--- config.mk ---
export PLATFORM = sky130hd
export DESIGN_NAME = req_clr_initiator
export DESIGN_NICKNAME = d
export VERILOG_FILES = /design/src/rtl/req_clr_initiator.sv
export SDC_FILE = /design/constraint.sdc
export NUM_CORES = 1
export LEC_CHECK = 0
export ABC_AREA = 1
export BUFFER_PORTS_ARGS = -buffer_cell sky130_fd_sc_hd__buf_2
export CELL_PAD_IN_SITES_DETAIL_PLACEMENT = 0
export CELL_PAD_IN_SITES_GLOBAL_PLACEMENT = 1
export CORE_MARGIN = 5
export CORE_UTILIZATION = 43
export DETAILED_ROUTE_END_ITERATION = 8
export MAX_ROUTING_LAYER = met4
export PLACE_DENSITY_LB_ADDON = 0.1
export SLEW_MARGIN = 20
export SYNTH_ARGS = -nofsm -noshare
export SYNTH_HDL_FRONTEND = slang
export SYNTH_SLANG_ARGS = --single-unit
--- constraint.sdc ---
create_clock -name clk -period 4.7 [get_ports clk]
set_clock_uncertainty 0.2 [all_clocks]
set_input_delay 0.47 -clock clk [delete_from_list [all_inputs] [get_ports clk]]
set_output_delay 0.47 -clock clk [all_outputs]
set_load 0.05 [all_outputs]
--- src/rtl/req_clr_initiator.sv ---
// req_clr_initiator
//   Initiator-side driver and checker for the req/clr request-latch protocol.
//   Each accepted start runs one sequence:
//     DRIVE (req only, hold_cycles cycles) -> CLEAR (req+clr, 1 cycle)
//     -> DRAIN (both low, 1 cycle) -> IDLE.
//   The responder's registered ack must equal (req & ~clr) delayed by one
//   cycle. Every cycle in which that does not hold is counted in a
//   saturating error counter.
//
// Ports
//   clk          in   clock, rising edge
//   rst          in   asynchronous, active-high reset
//   start        in   begin a sequence (ignored while busy)
//   hold_cycles  in   req-only cycle count, latched on accepted start
//   ack_in       in   responder's registered output
//   req, clr     out  registered request / clear to the responder
//   busy         out  sequence running or final check still pending
//   done         out  one-cycle pulse; err_cnt/error are final here
//   err_cnt      out  saturating mismatch count for current/last sequence
//   error        out  sticky mismatch flag since the last accepted start
module req_clr_initiator #(
  parameter int CNT_W = 8,
  parameter int ERR_W = 4
) (
  input  logic             clk,
  input  logic             rst,
  input  logic             start,
  input  logic [CNT_W-1:0] hold_cycles,
  input  logic             ack_in,
  output logic             req,
  output logic             clr,
  output logic             busy,
  output logic             done,
  output logic [ERR_W-1:0] err_cnt,
  output logic             error
);

  typedef enum logic [1:0] {
    IDLE  = 2'd0,
    DRIVE = 2'd1,
    CLEAR = 2'd2,
    DRAIN = 2'd3
  } state_t;

  state_t           state;
  logic [CNT_W-1:0] cnt;
  logic             exp_q;   // ack value expected this cycle
  logic             chk_q;   // this cycle's ack is to be checked
  logic             acc;     // start accepted at this edge

  // In IDLE busy reduces to chk_q: the last check of the previous
  // sequence blocks a new start for exactly one cycle.
  assign busy = (state != IDLE) | chk_q;
  assign acc  = (state == IDLE) & start & ~chk_q;

  // Sequencer. req/clr are assigned alongside each transition so they
  // are high in exactly the cycles spent in DRIVE/CLEAR.
  always_ff @(posedge clk or posedge rst) begin
    if (rst) begin
      state <= IDLE;
      cnt   <= '0;
      req   <= 1'b0;
      clr   <= 1'b0;
    end else begin
      case (state)
        IDLE: begin
          if (acc) begin
            cnt <= hold_cycles;
            if (hold_cycles != '0) begin
              state <= DRIVE;
              req   <= 1'b1;
              clr   <= 1'b0;
            end else begin
              state <= CLEAR;
              req   <= 1'b1;
              clr   <= 1'b1;
            end
          end
        end
        DRIVE: begin
          // cnt enters DRIVE >= 1, so the guard only protects against wrap.
          if (cnt != '0) cnt <= cnt - 1'b1;
          if (cnt == CNT_W'(1)) begin
            state <= CLEAR;
            req   <= 1'b1;
            clr   <= 1'b1;
          end
        end
        CLEAR: begin
          state <= DRAIN;
          req   <= 1'b0;
          clr   <= 1'b0;
        end
        DRAIN: begin
          state <= IDLE;
          req   <= 1'b0;
          clr   <= 1'b0;
        end
        default: begin
          state <= IDLE;
          req   <= 1'b0;
          clr   <= 1'b0;
        end
      endcase
    end
  end

  // Checker. The ack for cycle k reflects req/clr of cycle k-1, and a
  // check is armed for every cycle following a non-IDLE cycle.
  always_ff @(posedge clk or posedge rst) begin
    if (rst) begin
      exp_q   <= 1'b0;
      chk_q   <= 1'b0;
      done    <= 1'b0;
      err_cnt <= '0;
      error   <= 1'b0;
    end else begin
      exp_q <= req & ~clr;
      chk_q <= (state != IDLE);
      done  <= chk_q & (state == IDLE);
      // acc implies chk_q=0, so a clear and an increment never collide.
      if (acc) begin
        err_cnt <= '0;
        error   <= 1'b0;
      end else if (chk_q && (ack_in != exp_q)) begin
        error <= 1'b1;
        if (err_cnt != '1) err_cnt <= err_cnt + 1'b1;
      end
    end
  end

endmodule

**After elaboration in Yosys (flattened, before gate mapping)**

Cells that the tools add are included.

- Add/subtract/negate cells: 2
- Eq/ne operators: 9
- Muxes and demuxes: 18
- Bitwise operators: 7
- Reductions and logical operators: 12

Operators with widths:

| operator | number |
|---|---|
| 8-bit two-way mux | 2 |
| 8-bit case mux with 2 select lines | 1 |
| 8-bit nonzero test | 2 |
| 4-bit two-way mux | 3 |
| 8-bit by 1-bit equality test with 1-bit output, second input constant | 1 |
| 2-bit case mux with 4 select lines | 1 |
| 2-bit nonzero test | 4 |
| 8-bit by 1-bit subtractor with 8-bit output, second input constant | 1 |
| 1-bit two-way mux | 6 |
| 2-bit two-way mux | 3 |
| 2-bit != test, second input constant | 3 |
| 1-bit case mux with 3 select lines | 2 |
| 4-bit by 1-bit adder with 4-bit output, second input constant | 1 |
| 1-bit AND | 4 |
| 2-bit equality test, second input constant | 2 |
| 4-bit != test, second input constant | 1 |
| 2-bit AND reduction | 2 |
| 3-bit AND reduction | 1 |
| 2-bit by 1-bit equality test with 1-bit output, second input constant | 1 |
| 2-bit zero test | 1 |
| 1-bit NOT | 2 |
| 2-bit OR reduction | 1 |
| 1-bit logical AND | 1 |
| 1-bit != test | 1 |
| 1-bit OR | 1 |

- Register bits after elaboration: 20
- Input port bits: 12
- Output and inout port bits: 9
- Word-level logic and storage cells: 57

**Longest topological paths before layout**

Gate-level depths: netlist (run 1).

- Word-level depth: 5
- Depth in mapped cells: 10
- Mapped depth without buffers: 9

**Worst setup path before layout (run 1)**

No wires, ideal clock.

- Path kind: register -> output
- Start: register state[0]
- End: output busy
- Arrival time: 1.115 ns
- Data required time: 4.030 ns
- Slack: 2.915 ns
- Cell stages (with the launch flop): 4
- Path buffers: 0
- Cell sequence: dfrtp_1 inv_1 ha_1 nand2_1

- Cells in the longest elaborated chain, start to end: 2

Ends and longest elaborated chain:

| what | RTL line | RTL |
|---|---|---|
| start: declaration | 45 | `state_t state;` |
| start signal: assignment | 60 | `state <= IDLE;` |
| start signal: assignment | 70 | `state <= DRIVE;` |
| start signal: assignment | 74 | `state <= CLEAR;` |
| 2-bit nonzero test | 53 | `assign busy = (state != IDLE) \| chk_q;` |
| 1-bit OR | 53 |  |
| end: declaration | 32 | `output logic busy,` |

Every way passes these cells.

**Final worst setup path (run 1)**

Same ends and word-level chain as after synthesis.

==> impl_metrics.json, run 1 <==
{
  "fin_area_um2": 1550,
  "hold_class": "input port to async pin",
  "gp_congestion": 0.828,
  "wire_per_inst_um": 11.1,
  "outcome": "complete, no violations",
  "end_kind": "output pin",
  "wl_mm": 2.92,
  "yosys.area.top_type": "dfrtp_1",
  "antenna_left": 0,
  "synth_cell_type_count": 22,
  "path_class": "flop to output pin",
  "rows": 20,
  "synth_warnings": 0,
  "grt_pass1_vias": 1215,
  "die_area_um2": 4380,
  "core_um2": 3050,
  "finalSetupViolCount": 0,
  "syn-num-nets": 218,
  "dieWidth_um": 66.2,
  "antenna_found_initial": 0,
  "cts.sinks": 20,
  "cpLargestDelayFamily": "flip-flops",
  "peakVddDrop_mv": 0.234,
  "cts_setup_buffers": 0,
  "num_vias": 1249,
  "highest_layer": "met4",
  "powerDensity_nw_per_um2": 740,
  "fmax_mhz": 461,
  "required_ps": 4030,
  "firstDrtPassIters": 4,
  "cpPeakStageDelay_ps": 440,
  "grt_usage_pct": 15.6,
  "drcViolationCount": 0,
  "fin_crit_ps": 2170,
  "r2r_slack_ps": 2550,
  "wl_met2_mm": 1.34,
  "clock_latency_ps": 310,
  "netlist_area_um2": 1360,
  "ys_top_cells_by_count": "69 x nand2_1, 27 x nor2_1, 26 x inv_1",
  "die_y_um": 66.2,
  "synth_seq_area_share_pct": 36.9,
  "ys_seq_elements": 20,
  "dp_hpwl_mm": 2.27,
  "cts_max_path_buffers": 2,
  "reg2reg_to": "cnt[1]",
  "cts_buffers": 3,
  "crit_slowest_cell": "dfrtp_1",
  "p_leak_nw": 0.883,
  "synth_top_area_share_pct": 36.9,
  "hold_viol_final": 0,
  "min_period_over_period_pct": 46.2,
  "drv_cap": 0,
  "htree_levels": 1,
  "path_buf_inv": 2,
  "slew_headroom_pct": 48.1,
  "io_pins": 21,
  "antennaDiodeCount": 0,
  "async_flop_share_pct": 100,
  "vias_per_cell": 4.75,
  "layout.nets": 241,
  "port_buffers": 20,
  "clkTransAtPathRegs_ps": 120,
  "rr_worst_depth": 9,
  "startpoint_type": "flop",
  "path_max_fanout": 6,
  "utilization_pct": 50.7,
  "overflow": 0,
  "wl_met1_mm": 1.46,
  "tightest_slew_ps": 778,
  "layout-drive-gt1-share_pct": 16.0,
  "worst_ep_arrival_time_ps": 1500,
  "grt_max_degree": 21,
  "drtIter0Drc": 79,
  "r2r_start": "state[1]",
  "synth_most_common_cell": "nand2_1",
  "postCtsResizedCells": 0,
  "synth_cells": 197,
  "synthFlopType": "dfrtp_1",
  "postPlaceCellArea_um2": 1490,
  "grt_pass1_wl_mm": 5.17,
  "dr_wl_met3_um": 97,
  "cts_tree": "yes",
  "path_cells": "inv_1, ha_1, nand2_1, buf_2",
  "syn_avg_cell_area_um2": 6.89,
  "root_buffer": "clkbuf_4",
  "area_growth_pct": 13.9,
  "finalSetupTns_ps": 0,
  "start_util_pct": 44.5,
  "synth_edf_count": 0,
  "maxSlewViolCount": 0,
  "synthTopCellsByArea": "dfrtp_1 37%, nand2_1 19%, ha_1 8.3%",
  "rsz0062_at_grt": "false",
  "cts_hold_buf": 0
}
## worst max-delay path by stage
stage | cells past startpoint | slack (ps) | endpoint | startpoint
2_1_floorplan | 3 | 2920 | busy | state[0]
3_3_place_gp | 9 | 2720 | cnt[1] | state[1]
3_5_place_dp | 9 | 2590 | cnt[1] | state[1]
4_1_cts | 4 | 2500 | busy | state[0]
5_1_grt | 8 | 2350 | cnt[0] | state[1]
6_report | 4 | 2530 | busy | state[0]
## metal layers
layer  vias up  global-route usage [%]
met5         -                       -
met4         0                    5.84
met3         2                    2.04
met2        26                    23.8
met1       573                    21.0
li1        648                       -
## stage by stage
step | setup WS [ps] | cells | power [W] | hold slack (ps)
finish | 2530 | 263 | 0.00114 | 80.0
global route | 2350 | 263 | 0.00127 | 155
CTS | 2500 | 263 | 0.00115 | 106
detailed placement | 2590 | 259 | 0.00101 | 240
global placement | 2720 | 259 | 0.00100 | 230
floorplan | 2920 | 197 | 0.000874 | 234
## sequential cells by signal, summed over array words and instances, names as in the netlist
| signal | cells |
|---|---|
| cnt | 8 |
| err_cnt | 4 |
| state | 2 |
| chk_q | 1 |
| clr | 1 |
| done | 1 |
| error | 1 |
| exp_q | 1 |
| req | 1 |
## cell type report
cell class | count | area [um2]
fill | 333 | 1510
multi-input combinational | 148 | 737
tap | 44 | 55.1
clock inverter | 1 | 30.0
inverter | 27 | 101
sequential | 20 | 500
timing repair buffer | 20 | 100
clock buffer | 3 | 22.5
## placed cells by master, fill, tap and decap left out
cell and n:
nand2_2 2, clkbuf_4 3, dfrtp_1 20, nand3b_1 1, nor2_4 1, o21ai_0 4
buf_2 20, inv_1 26, a21oi_1 2, bufinv_16 1, nand3_1 17, o21ai_1 3
nand2_1 69, nand3_4 1, nor2_2 4, xnor2_1 1, or2_2 1, o21ai_2 1
ha_1 9, nand4_1 3, xor2_1 2, inv_2 1, nor2_1 27
## power breakdown
part / switching, W / internal, W / total [W]
logic: 0.000467 / 0.000206 / 0.000672
clock network: 0.0000579 / 0.0000862 / 0.000144
registers: 0.0000752 / 0.000253 / 0.000328
total: 0.000600 / 0.000544 / 0.00114
## worst register-to-register path: stages (launching register included)
cell and delay (ps):
dfrtp_1 430, inv_1 110, ha_1 480, nand2_1 130, nor2_1 120, nand2_1 70
nand2_2 180, inv_1 150, nand2_1 90, o21ai_0 80
## cell families (layout without fill, tap and decap cells)
| group | after synthesis | in the layout | share of synthesized area (%) |
|---|---|---|---|
| fa+ha+maj | 9 | 9 | 8.30 |
| buf+inv | 29 | 51 | 8.85 |
| flops | 20 | 20 | 36.9 |
| xor+xnor | 3 | 3 | 1.94 |
| compound gates | 10 | 10 | 3.96 |
| simple gates | 126 | 126 | 40.1 |
Note: power is estimated with default switching activity, not from simulation.
==> run 2, diff against run 1 <==
--- a/config.mk
+++ b/config.mk
@@ -5,12 +5,12 @@
 export SDC_FILE = /design/constraint.sdc
 export NUM_CORES = 1
 export LEC_CHECK = 0
-export ABC_AREA = 1
+export ABC_AREA = 0
 export BUFFER_PORTS_ARGS = -buffer_cell sky130_fd_sc_hd__buf_2
 export CELL_PAD_IN_SITES_DETAIL_PLACEMENT = 0
 export CELL_PAD_IN_SITES_GLOBAL_PLACEMENT = 1
 export CORE_MARGIN = 5
-export CORE_UTILIZATION = 43
+export CORE_UTILIZATION = 42
 export DETAILED_ROUTE_END_ITERATION = 8
 export MAX_ROUTING_LAYER = met4
 export PLACE_DENSITY_LB_ADDON = 0.1
==> constraint.sdc (replaced) <==
create_clock -name clk -period 2.2 [get_ports clk]
set_clock_uncertainty 0.2 [all_clocks]
set_input_delay 0.22 -clock clk [delete_from_list [all_inputs] [get_ports clk]]
set_output_delay 0.22 -clock clk [all_outputs]
set_load 0.05 [all_outputs]
==> run 2 against run 1 <==
- critical path depth rose by 2
- flip-flop and latch count did not move
- synthesized area fell by 6.8%
- critical endpoint is now cnt[7]
- largest cell class unchanged
- largest power group unchanged
==> impl_metrics.json, run 2 <==
{
  "dp_hpwl_mm": 2.24,
  "powerDensity_nw_per_um2": 1660,
  "async_flop_share_pct": 100,
  "synth_edf_count": 0,
  "antennaDiodeCount": 0,
  "grt_usage_pct": 15.4,
  "start_util_pct": 42.5,
  "firstDrtPassIters": 4,
  "htree_levels": 1,
  "antenna_found_initial": 0,
  "min_period_over_period_pct": 93.2,
  "layout-drive-gt1-share_pct": 25.8,
  "hold_viol_final": 0,
  "area_growth_pct": 17.2,
  "finalSetupViolCount": 0,
  "vias_per_cell": 5.60,
  "io_pins": 21,
  "synth_top_area_share_pct": 39.6,
  "largest_reg_flops": 8,
  "grt_max_degree": 21,
  "port_buffers": 20,
  "antenna_left": 0,
  "maxSlewViolCount": 0,
  "slew_headroom_pct": 48.3,
  "startpoint_type": "flop",
  "dp.cells": 183,
  "cts_buffers": 3,
  "crit_slowest_cell": "dfrtp_1",
  "gp_congestion": 0.812,
  "root_buffer": "clkbuf_4",
  "drcViolationCount": 0,
  "core_um2": 2980,
  "drv_cap": 0,
  "synth_cells": 129,
  "end_kind": "flop",
  "synthTopCellsByArea": "dfrtp_1 40%, ha_1 8.9%, mux2_4 3.6%",
  "layoutNonFillerInstCount": 188,
  "fin_crit_ps": 2050,
  "tightest_slew_ps": 774,
  "synthFlopType": "dfrtp_1",
  "finalSetupTns_ps": 0,
  "die_area_um2": 4210,
  "synth_most_common_cell": "dfrtp_1",
  "worst_ep_arrival_time_ps": 2080,
  "synth_warnings": 0,
  "multi_input_area_um2": 718,
  "wl_mm": 2.91,
  "postCtsResizedCells": 0,
  "netlist_area_um2": 1260,
  "syn-num-nets": 150,
  "hold_ws_ps": 29.2,
  "use_met2_pct": 26.2,
  "dieWidth_um": 64.9,
  "required_ps": 2230,
  "overflow": 0,
  "fill_cells": 300,
  "outcome": "complete, no violations",
  "groute.layer.met1.usage_pct": 18.4,
  "clock_latency_ps": 300,
  "synth_seq_area_share_pct": 39.6,
  "yosys.area.top_type": "dfrtp_1",
  "path_max_fanout": 14,
  "grt_pass1_vias": 1042,
  "path_buf_inv": 2,
  "layout_common_cells": "20 x dfrtp_1, 20 x buf_2, 11 x nor2_1, 9 x ha_1",
  "cpLargestDelayFamily": "compound AO/OA/AOI/OAI gates",
  "reg_top3": "cnt (8), err_cnt (4), state (2)",
  "num_vias": 1052,
  "regArea_um2": 500,
  "cts_tree": "yes",
  "cts.sinks": 20,
  "rsz0062_at_grt": "false",
  "cpPeakStageDelay_ps": 430,
  "hold_class": "input port to flop",
  "gr-usage-met3_pct": 4.51,
  "path_cells": "inv_1, ha_1, buf_4, a41o_2, a211oi_1, a2bb2oi_1",
  "synth_cell_type_count": 37,
  "clkTransAtPathRegs_ps": 110,
  "fmax_mhz": 488,
  "power_w": 0.00247,
  "top_register": "cnt",
  "p_leak_nw": 0.675,
  "peakVddDrop_mv": 0.570,
  "ys_top_cells_by_count": "20 x dfrtp_1, 11 x nor2_1, 9 x ha_1",
  "busiest_layer": "met2",
  "ys_seq_elements": 20,
  "wire_per_inst_um": 15.5,
  "cts_max_path_buffers": 2,
  "layout.nets": 177,
  "syn_avg_cell_area_um2": 9.81,
  "drtIter0Drc": 38,
  "die_y_um": 64.9,
  "grt_pass1_wl_mm": 4.88,
  "rows": 20,
  "path_class": "flop to flop"
}
-- run 2: kinds of logic (layout without fill, tap and decap cells) --
logic type,count (synthesis),in the layout,synth area share (%)
muxes,5,5,5.14
and+or+nand+nor,49,49,22.0
DFF,20,20,39.6
buffers and inverters,12,38,3.66
AOI/OAI and AO/OA,32,32,19.4
adders and majority gates,9,9,8.90
xor gates and xnor gates,2,2,1.39
-- run 2: timing repair --
| action | in CTS | in global routing |
|---|---|---|
| buffers inserted | 0 | 0 |
| hold endpoints to repair | 20 | 0 |
| hold buffers | 1 | 0 |
-- run 2: area by class of cell --
| class | count | area share [%] |
|---|---|---|
| clock buffer | 3 | 1.52 |
| tap | 33 | 2.78 |
| multi-input combinational | 97 | 48.4 |
| sequential | 20 | 33.8 |
| inverter | 10 | 2.53 |
| timing repair buffer | 24 | 8.95 |
| clock inverter | 1 | 2.03 |
-- run 2: report_power, final --
group          total [W]  internal, W  leakage, nW  switching, W
sequential      0.000730     0.000543        0.231      0.000188
clock           0.000298     0.000184       0.0279      0.000114
combinational    0.00144     0.000527        0.415      0.000911
total            0.00247      0.00125        0.675       0.00121
-- run 2: worst reg2reg max path, stage by stage (launching register included) --
cell	delay [ps]
dfrtp_1	430
inv_1	100
ha_1	290
buf_4	230
a41o_2	320
a211oi_1	230
a2bb2oi_1	180
-- run 2: final timing paths --
check | startpoint | slack [ps] | cells past startpoint | end
max | state[1] | 150 | 6 | cnt[7]
min | hold_cycles[0] | 30 | 3 | cnt[0]
max reg2reg | state[1] | 150 | 6 | cnt[7]
min reg2reg | clr | 260 | 1 | exp_q
max in group asynchronous | rst | 930 | 3 | error
min in group asynchronous | rst | 390 | 3 | exp_q
-- run 2: per-layer routing --
layer | routed length (um) | vias to the layer above | share of wire, %
met1 | 1310 | 498 | 45
met4 | 18 | 0 | 0.62
li1 | - | 531 | -
met5 | 0 | - | 0
met2 | 1450 | 21 | 50
met3 | 134 | 2 | 4.6
-- run 2: per-stage QoR --
step	setup slack, ps	utilization [%]	instance area (um2)
after floorplan	423	-	1260
after global placement	254	47.7	1420
after detailed placement	199	47.7	1420
after CTS	152	49.8	1480
after global routing	48.4	49.8	1480
final	151	49.8	1480
